`src/rtl/ps2_attack_receiver_if.sv`:
```
// Bundles the PS/2 line pair and the attack-command outputs of the receiver.
// master: the receiver itself; slave: the keyboard side plus downstream consumer.
interface ps2_attack_receiver_if;
  logic       clk_kb;
  logic       data_kb;
  logic [7:0] scan_code;
  logic       scan_valid;
  logic [3:0] attack;
  logic       attack_valid;
  logic       frame_err;

  modport master (
    input  clk_kb, data_kb,
    output scan_code, scan_valid, attack, attack_valid, frame_err
  );

  modport slave (
    output clk_kb, data_kb,
    input  scan_code, scan_valid, attack, attack_valid, frame_err
  );
endinterface

```
`src/rtl/ps2_attack_receiver.sv`:
```
// PS/2 keyboard front end for the combat stage: oversamples the keyboard
// lines on the system clock, assembles 11-bit frames, tracks break/extended
// prefixes, suppresses typematic repeats and emits one-cycle attack strobes.
module ps2_attack_receiver #(
  parameter int         TIMEOUT_CYCLES = 100000,
  parameter logic [7:0] LIGHT_CODE     = 8'h1C,
  parameter logic [7:0] HEAVY_CODE     = 8'h23,
  parameter logic [7:0] STANDBY_CODE   = 8'h29
) (
  input logic                   clk,
  input logic                   reset,
  ps2_attack_receiver_if.master bus
);

  localparam logic [7:0] BREAK_PREFIX = 8'hF0;
  localparam logic [7:0] EXT_PREFIX   = 8'hE0;

  localparam logic [3:0] ATK_NONE    = 4'b0000;
  localparam logic [3:0] ATK_LIGHT   = 4'b0001;
  localparam logic [3:0] ATK_HEAVY   = 4'b0010;
  localparam logic [3:0] ATK_STANDBY = 4'b0011;

  localparam int             TW      = (TIMEOUT_CYCLES > 1) ? $clog2(TIMEOUT_CYCLES) : 1;
  localparam logic [TW-1:0]  TO_LAST = TW'(TIMEOUT_CYCLES - 1);

  typedef enum logic [1:0] {
    IDLE  = 2'd0,
    SHIFT = 2'd1,
    STOP  = 2'd2
  } state_t;

  // Synchronizers plus one history flop for the keyboard clock.
  logic clk_s1, clk_s2, clk_prev;
  logic data_s1, data_s2;

  state_t        state;
  logic [3:0]    bit_cnt;
  logic [8:0]    shift_reg;   // {parity, data[7:0]} once all nine bits are in
  logic [TW-1:0] to_cnt;

  logic          break_pending;
  logic          ext_pending;
  logic [7:0]    held_code;
  logic          held_valid;

  logic          fall;
  logic          data_bit;
  logic [7:0]    rx_byte;
  logic          frame_good;

  assign fall       = clk_prev & ~clk_s2;
  assign data_bit   = data_s2;
  assign rx_byte    = shift_reg[7:0];
  assign frame_good = data_bit & (^shift_reg);

  // Maps a plain make code to its attack command, ATK_NONE if not an attack key.
  function automatic logic [3:0] attack_for(input logic [7:0] code);
    if (code == LIGHT_CODE)        return ATK_LIGHT;
    else if (code == HEAVY_CODE)   return ATK_HEAVY;
    else if (code == STANDBY_CODE) return ATK_STANDBY;
    else                           return ATK_NONE;
  endfunction

  // Two-flop synchronizers for both keyboard lines, plus clock history for edge detection.
  always_ff @(posedge clk or negedge reset) begin
    if (!reset) begin
      // NOTE: synchronizers reset to 1, the idle level of the open-collector PS/2 lines,
      // so release of reset can never look like a falling edge.
      clk_s1   <= 1'b1;
      clk_s2   <= 1'b1;
      clk_prev <= 1'b1;
      data_s1  <= 1'b1;
      data_s2  <= 1'b1;
    end else begin
      // NOTE: non-blocking assignments make each flop sample the previous stage's old value,
      // which is what builds a real two-stage chain.
      clk_s1   <= bus.clk_kb;
      clk_s2   <= clk_s1;
      clk_prev <= clk_s2;
      data_s1  <= bus.data_kb;
      data_s2  <= data_s1;
    end
  end

  // Frame FSM, timeout, byte decode and registered output strobes.
  always_ff @(posedge clk or negedge reset) begin
    if (!reset) begin
      state            <= IDLE;
      bit_cnt          <= '0;
      shift_reg        <= '0;
      to_cnt           <= '0;
      break_pending    <= 1'b0;
      ext_pending      <= 1'b0;
      held_code        <= '0;
      held_valid       <= 1'b0;
      bus.scan_code    <= '0;
      bus.scan_valid   <= 1'b0;
      bus.attack       <= ATK_NONE;
      bus.attack_valid <= 1'b0;
      bus.frame_err    <= 1'b0;
    end else begin
      bus.scan_valid   <= 1'b0;
      bus.attack_valid <= 1'b0;
      bus.frame_err    <= 1'b0;

      if (state != IDLE && to_cnt == TO_LAST) begin
        // Keyboard stalled mid-frame: abort. Takes priority over a coincident fall.
        state         <= IDLE;
        bit_cnt       <= '0;
        to_cnt        <= '0;
        bus.frame_err <= 1'b1;
      end else begin
        if (fall || state == IDLE) to_cnt <= '0;
        else                       to_cnt <= to_cnt + 1'b1;

        case (state)
          IDLE: begin
            if (fall) begin
              if (!data_bit) begin
                state   <= SHIFT;
                bit_cnt <= '0;
              end else begin
                bus.frame_err <= 1'b1;
              end
            end
          end

          SHIFT: begin
            if (fall) begin
              // LSB arrives first, so shifting in from the top leaves bit 0 at shift_reg[0].
              shift_reg <= {data_bit, shift_reg[8:1]};
              if (bit_cnt == 4'd8) state <= STOP;
              else                 bit_cnt <= bit_cnt + 1'b1;
            end
          end

          STOP: begin
            if (fall) begin
              state   <= IDLE;
              bit_cnt <= '0;
              if (!frame_good) begin
                bus.frame_err <= 1'b1;
              end else begin
                bus.scan_code  <= rx_byte;
                bus.scan_valid <= 1'b1;
                if (rx_byte == BREAK_PREFIX) begin
                  break_pending <= 1'b1;
                end else if (rx_byte == EXT_PREFIX) begin
                  ext_pending <= 1'b1;
                end else if (break_pending) begin
                  break_pending <= 1'b0;
                  ext_pending   <= 1'b0;
                  if (rx_byte == held_code) held_valid <= 1'b0;
                end else if (ext_pending) begin
                  ext_pending <= 1'b0;
                end else if (held_valid && rx_byte == held_code) begin
                  // Typematic repeat of the key already held: swallowed.
                end else if (attack_for(rx_byte) != ATK_NONE) begin
                  bus.attack       <= attack_for(rx_byte);
                  bus.attack_valid <= 1'b1;
                  held_code        <= rx_byte;
                  held_valid       <= 1'b1;
                end
              end
            end
          end

          default: state <= IDLE;
        endcase
      end
    end
  end

endmodule

```
`src/flat_wrapper.sv`:
```
// flat-port wrapper written by rule: the top's interface ports become plain ports
module ps2_attack_receiver_flat 
#(
  parameter int         TIMEOUT_CYCLES = 100000,
  parameter logic [7:0] LIGHT_CODE     = 8'h1C,
  parameter logic [7:0] HEAVY_CODE     = 8'h23,
  parameter logic [7:0] STANDBY_CODE   = 8'h29
)
  (clk, reset, bus_clk_kb, bus_data_kb, bus_scan_code, bus_scan_valid, bus_attack, bus_attack_valid, bus_frame_err);
  ps2_attack_receiver_if bus_i ();
  input logic clk;
  input logic reset;
  input wire logic [$bits(bus_i.clk_kb)-1:0] bus_clk_kb;
  input wire logic [$bits(bus_i.data_kb)-1:0] bus_data_kb;
  output wire logic [$bits(bus_i.scan_code)-1:0] bus_scan_code;
  output wire logic [$bits(bus_i.scan_valid)-1:0] bus_scan_valid;
  output wire logic [$bits(bus_i.attack)-1:0] bus_attack;
  output wire logic [$bits(bus_i.attack_valid)-1:0] bus_attack_valid;
  output wire logic [$bits(bus_i.frame_err)-1:0] bus_frame_err;
  assign bus_i.clk_kb = bus_clk_kb;
  assign bus_i.data_kb = bus_data_kb;
  assign bus_scan_code = bus_i.scan_code;
  assign bus_scan_valid = bus_i.scan_valid;
  assign bus_attack = bus_i.attack;
  assign bus_attack_valid = bus_i.attack_valid;
  assign bus_frame_err = bus_i.frame_err;
  ps2_attack_receiver #(.TIMEOUT_CYCLES(TIMEOUT_CYCLES), .LIGHT_CODE(LIGHT_CODE), .HEAVY_CODE(HEAVY_CODE), .STANDBY_CODE(STANDBY_CODE)) u_core (.clk(clk), .reset(reset), .bus(bus_i));
endmodule
```
`config.mk`:
```
export PLATFORM = sky130hd
export DESIGN_NAME = ps2_attack_receiver_flat
export DESIGN_NICKNAME = d
export VERILOG_FILES = /design/src/rtl/ps2_attack_receiver_if.sv /design/src/rtl/ps2_attack_receiver.sv /design/src/flat_wrapper.sv
export SDC_FILE = /design/constraint.sdc
export NUM_CORES = 1
export LEC_CHECK = 0
export CAP_MARGIN = 20
export CORE_MARGIN = 2
export CORE_UTILIZATION = 50
export CTS_CLUSTER_SIZE = 8
export DETAILED_ROUTE_END_ITERATION = 16
export PLACE_DENSITY = 0.71
export REMOVE_ABC_BUFFERS = 1
export SETUP_SLACK_MARGIN = 0.4
export SLEW_MARGIN = 15
export SYNTH_ARGS = -nofsm -noshare
export SYNTH_HDL_FRONTEND = slang
export SYNTH_SLANG_ARGS = --single-unit
```
`constraint.sdc`:
```
create_clock -name clk -period 3.8 [get_ports clk]
set_input_delay 0.38 -clock clk [delete_from_list [all_inputs] [get_ports clk]]
set_output_delay 0.38 -clock clk [all_outputs]
set_load 0.01 [all_outputs]
```
# Yosys cells after proc, flatten, opt, wreduce, memory -nomap -nowiden
# Cells that the tools add are included.
# classes
n_addsub,2
multipliers,0
div,0
n_lt_le_gt_ge,0
eq_ne,20
shifts,0
mux,56
n_bitwise,9
reduce_logical,17
# ops
cell,n
$mux W4,17
$mux W17,2
$mux W1,27
$reduce_and A10 Y1,2
$add A17 B1 Y17 const B,1
$eq A17 B17 Y1 const B,1
$eq A8 B6 Y1 const B,2
$eq A8 B8 Y1 const B,2
$reduce_and A5 Y1,3
$mux W2,7
$ne A3 B1 Y1 const B,4
$pmux W4 S3,1
$reduce_xor A9 Y1,1
$eq A8 B5 Y1 const B,1
$eq A8 B8 Y1,1
$reduce_bool A4 Y1,2
$not A1 Y1,7
$ne A2 B1 Y1 const B,3
$pmux W2 S3,1
$reduce_and A6 Y1,1
$add A4 B1 Y4 const B,1
$eq A4 B4 Y1 const B,1
$reduce_and A4 Y1,1
$reduce_bool A2 Y1,2
11 further kinds,13
# totals
reg_bits,63
latchBits,0
ramBits,0
romBits,0
in_bits,4
out_inout_bits,15
elab_cells,122
n_memories,0

# Depth between registers and ports, before layout
# depth
depth_word,24
mapped_depth,8
ltp_nobuf,7

# Worst setup path before layout
# Ideal clock, no wire load.
# synth_timing
path_type,register to register
startpoint,register u_core.shift_reg[4]
endpoint,register u_core.bus.attack[0]
setup_ps,125
t_arrival_ps,2315
required_ps,3675
setup_slack_ps,1360
stages_incl_launch_ff,9
n_path_buf,1
period_less_slack_ps,2440
cell_sequence,dfrtp_1 > inv_1 > ha_1 > xnor3_1 > xnor2_2 > nand4_4 > nor4_4 > buf_6 > mux2_4
# synth_between
elab_chain_len,15
word_cells_on_any_way,26
classes_between,eq/ne: 6; mux: 12; bitwise: 4; reduce/logical: 4
# synth_rtl
element,line,source
start: declaration,ps2_attack_receiver.sv:38,logic [8:0] shift_reg;
start signal: assignment,ps2_attack_receiver.sv:131,"shift_reg <= {data_bit, shift_reg[8:1]};"
$eq A8 B6 Y1,ps2_attack_receiver.sv:60,else if (code == STANDBY_CODE) return ATK_STANDBY;
$mux W2,ps2_attack_receiver.sv:60,
$mux W4,ps2_attack_receiver.sv:59,else if (code == HEAVY_CODE) return ATK_HEAVY;
$mux W4,ps2_attack_receiver.sv:58,if (code == LIGHT_CODE) return ATK_LIGHT;
$mux W4,ps2_attack_receiver.sv:156,end else if (held_valid && rx_byte == held_code) begin
$mux W4,ps2_attack_receiver.sv:154,end else if (ext_pending) begin
$mux W4,ps2_attack_receiver.sv:150,end else if (break_pending) begin
$mux W4,ps2_attack_receiver.sv:148,end else if (rx_byte == EXT_PREFIX) begin
$mux W4,ps2_attack_receiver.sv:146,if (rx_byte == BREAK_PREFIX) begin
$mux W4,ps2_attack_receiver.sv:141,if (!frame_good) begin
$mux W4,ps2_attack_receiver.sv:138,if (fall) begin
$mux W4,ps2_attack_receiver.sv:116,case (state)
$mux W4,ps2_attack_receiver.sv:106,if (state != IDLE && to_cnt == TO_LAST) begin
$reduce_bool A4 Y1,ps2_attack_receiver.sv:158,end else if (attack_for(rx_byte) != ATK_NONE) begin
$reduce_and A10 Y1 (no line),--,
end signal: assignment,ps2_attack_receiver.sv:159,bus.attack <= attack_for(rx_byte);
end: declaration,ps2_attack_receiver_if.sv:14,"output scan_code, scan_valid, attack, attack_valid, frame_err"
# Several ways; a longest one is shown, not always the timed one. The select of a mux whose other input is x is not followed.
# A chain may end at the register's enable or synchronous reset.

# Worst setup path after layout
# layout_timing
startpoint,register u_core.shift_reg[4]
endpoint,register u_core.bus.scan_code[1]
# layout_between
elab_chain_len,3
# layout_rtl
element,line,source
$reduce_xor A9 Y1,ps2_attack_receiver.sv:54,assign frame_good = data_bit & (^shift_reg);
$and A1 B1 Y1,ps2_attack_receiver.sv:54,
$reduce_and A4 Y1 (no line),--,
end signal: assignment,ps2_attack_receiver.sv:144,bus.scan_code <= rx_byte;
end: declaration,ps2_attack_receiver_if.sv:14,
# No other way between the ends.

==> impl_metrics.csv <==
group,metric,value,unit
synth,synth_xor_area_frac,0.0712,
synth,ys_seq_area_frac,0.490,
synth,synth_seq_cells,61,
job,drv_cap,0,
setup_path,startpoint,"u_core.shift_reg[4]",
die,die_x,83.1,um
synth,ys_warn_count,0,
setup_path,worstPathArrival,3140,ps
synth,synthMuxAreaShare,0.109,
route,top_layer_used,"met4",
route,drc,0,
timing,slew_viol_final,0,
grt,grt_pass1_wl,9.45,mm
grt,overflow,0,
timing,worst_slew_pin_slew,651,ps
route,dr.pass1.iters,4,
die,dieArea,6910,sq um
route,wire_per_inst,14.6,um
grt,grt_max_degree,37,
synth,synth_cell_type_count,51,
route,wl_met2,2.58,mm
setup_path,cp-start-kind,"register",
placed_design,gp_congestion,0.791,
clocking,clk_latency,340,ps
die,initial_core_util,0.522,
timing,slew_headroom,0.565,
timing,tns,0,ps
synth,synthArstFlopShare,1.00,
placed_design,place_area,3360,sq um
route,drt-total-wl,5.49,mm
synth,synth-edff-count,0,
synth,synth_compound_area_frac,0.0724,
setup_path,required,4020,ps
clocking,htree_levels,3,
finish,final_common_cell,"dfrtp_1",
timing,skew,9.00,ps
clocking,ctsHoldBuffers,0,
setup_path,worstSetupPathType,"reg2reg",
clocking,cts_tree,"done",
finish,seqCellArea,1530,sq um
grt,grt_pass1_vias,2058,
clocking,clock_sinks,61,
clocking,clock_path_buffers,2,
clocking,cts_buffers,9,
clocking,ctsResizeCount,0,
placed_design,hpwl,3.85,mm
finish,most-common-layout-cells,"56 x dfrtp_1, 22 x nor2_1, 18 x ha_1, 17 x inv_1, 15 x clkdlybuf4s50_1",
clocking,post-cts-setup-buffers,0,
finish,layout-drive-gt1-share,0.176,
power_and_ir_drop,leakagePower,1.61,nW
route,initialDrtViolationCount,116,
synth,synthSimpleGateAreaFrac,0.149,
power_and_ir_drop,power_density,581,nW/um^2
setup_path,worstReg2RegStart,"u_core.shift_reg[4]",
die,dieHeight,83.1,um
finish,fillers,500,
finish,final_nets,318,
hold_path,hp-class,"in2async",
die,io_pins,19,
setup_path,crit_fanout,7,
status,status,"finished, final reports clean",
timing,clock.fmax,342,MHz
finish,finalInstanceArea,3560,sq um
synth,synth_fa_ha_area_frac,0.0720,
timing,period_needed,2920,ps
synth,synth_area_per_cell,11.5,sq um
route,route.vias.total,2036,
placed_design,port_buffers,16,
timing,finalHoldViolCount,0,
timing,rsz0062_at_grt,"no",
route,wl_met3,230,um
route,drt-met1-wl,2.61,mm
grt,antenna_found_initial,0,
grt,track_usage,0.173,
finish,multi_input_area,1490,sq um
route,via_per_inst,5.41,
setup_path,crit_path_end_kind,"register",
route,drtAntennaViolNets,0,
synth,syn_inst,272,
power_and_ir_drop,irDropWorstVdd,0.000328,V
timing,setup_viol,0,
synth,netlist_area,3130,sq um
die,core_area,5990,sq um
synth,synth-main-ff-cell,"dfrtp_1",
finish,largest_register_ffs,17,
clocking,path_clk_slew,70,ps
clocking,root_buffer,"clkbuf_8",
timing,period_share,0.769,
finish,area_delta_synth_final,13.6,%
die,row_count,28,
synth,synth_top_family_by_area,"simple AND/OR/NAND/NOR gates",
finish,diodes,0,
-- cells in the mapped netlist (all sizes together), types with 2 or more instances --
cell type,number,share of area
o22ai,2,0.0040
o21ai,10,0.017
nand3,8,0.013
nand2b,2,0.0040
a2bb2oi,2,0.0056
a21oi,9,0.014
ha,18,0.072
nor4,2,0.0088
clkbuf,2,0.0024
xor2,7,0.020
mux2i,7,0.022
and3,2,0.0040
xnor2,15,0.044
buf,5,0.013
or3,4,0.0080
and4,2,0.0056
a21o,3,0.0072
and2,2,0.0040
nor3,5,0.0080
nand2,13,0.016
dfrtp,56,0.45
nor2,23,0.030
a31oi,3,0.0060
inv,17,0.020
nor3b,2,0.0048
mux2,21,0.086
dfstp,5,0.042
nand4,10,0.027
-- cells by family (layout without fill, tap and decap cells) --
family,count (synthesis),count (layout)
DFF,61,61
muxes,28,28
xor gates and xnor gates,23,23
buffers and inverters,24,52
adders and majority gates,18,18
and+or+nand+nor,81,81
AOI/OAI and AO/OA,36,36
other,1,2
-- routing by layer --
layer  GRT usage  vias up
met5           0        -
met4      0.0730        0
met3      0.0706        8
met2       0.254       35
met1       0.227     1002
li1            -      991
-- metrics by stage --
stage	util	total power, mW	worst slack [ps]	hold WS [ps]	cells
detailed placement	0.560	1.51	911	347	360
floorplan	-	1.36	1050	84.4	266
global route	0.594	2.21	689	63.0	376
CTS	0.594	2.09	895	41.2	376
finish	0.594	2.07	876	33.4	376
global placement	0.560	1.49	1070	346	360
-- area by class of cell --
type                    count  area share
flip-flops and latches     61       0.431
well taps                  75      0.0264
clock buffers              16      0.0563
repair buffers             19      0.0500
multi-input cells         188       0.418
inverters                  17      0.0179
-- worst paths after layout --
| check | to | slack [ps] | cells past startpoint |
|---|---|---|---|
| worst max-delay path | u_core.bus.scan_code[1] | 880 | 8 |
| worst min-delay path | u_core.shift_reg[7] | 30 | 1 |
| worst min register to register | u_core.clk_s2 | 360 | 0 |
| min in group clk | u_core.clk_s2 | 360 | 0 |
| max in group asynchronous | u_core.to_cnt[1] | 2910 | 2 |
| worst max register to register | u_core.bus.scan_code[1] | 880 | 8 |
-- where the power goes --
part	total, mW	internal [mW]	switching (mW)
Sequential	0.831	0.733	0.0980
Clock	0.567	0.327	0.240
Combinational	0.668	0.300	0.368
Total	2.07	1.36	0.706
-- critical path, stage by stage (launching register included) --
cell and delay (ps):
dfrtp_1 450, inv_1 110, ha_1 320, xnor3_1 380, xnor2_2 220, nand4_4 170
nor2_1 550, buf_4 280, mux2_2 340
(Power assumes the default switching activity.)
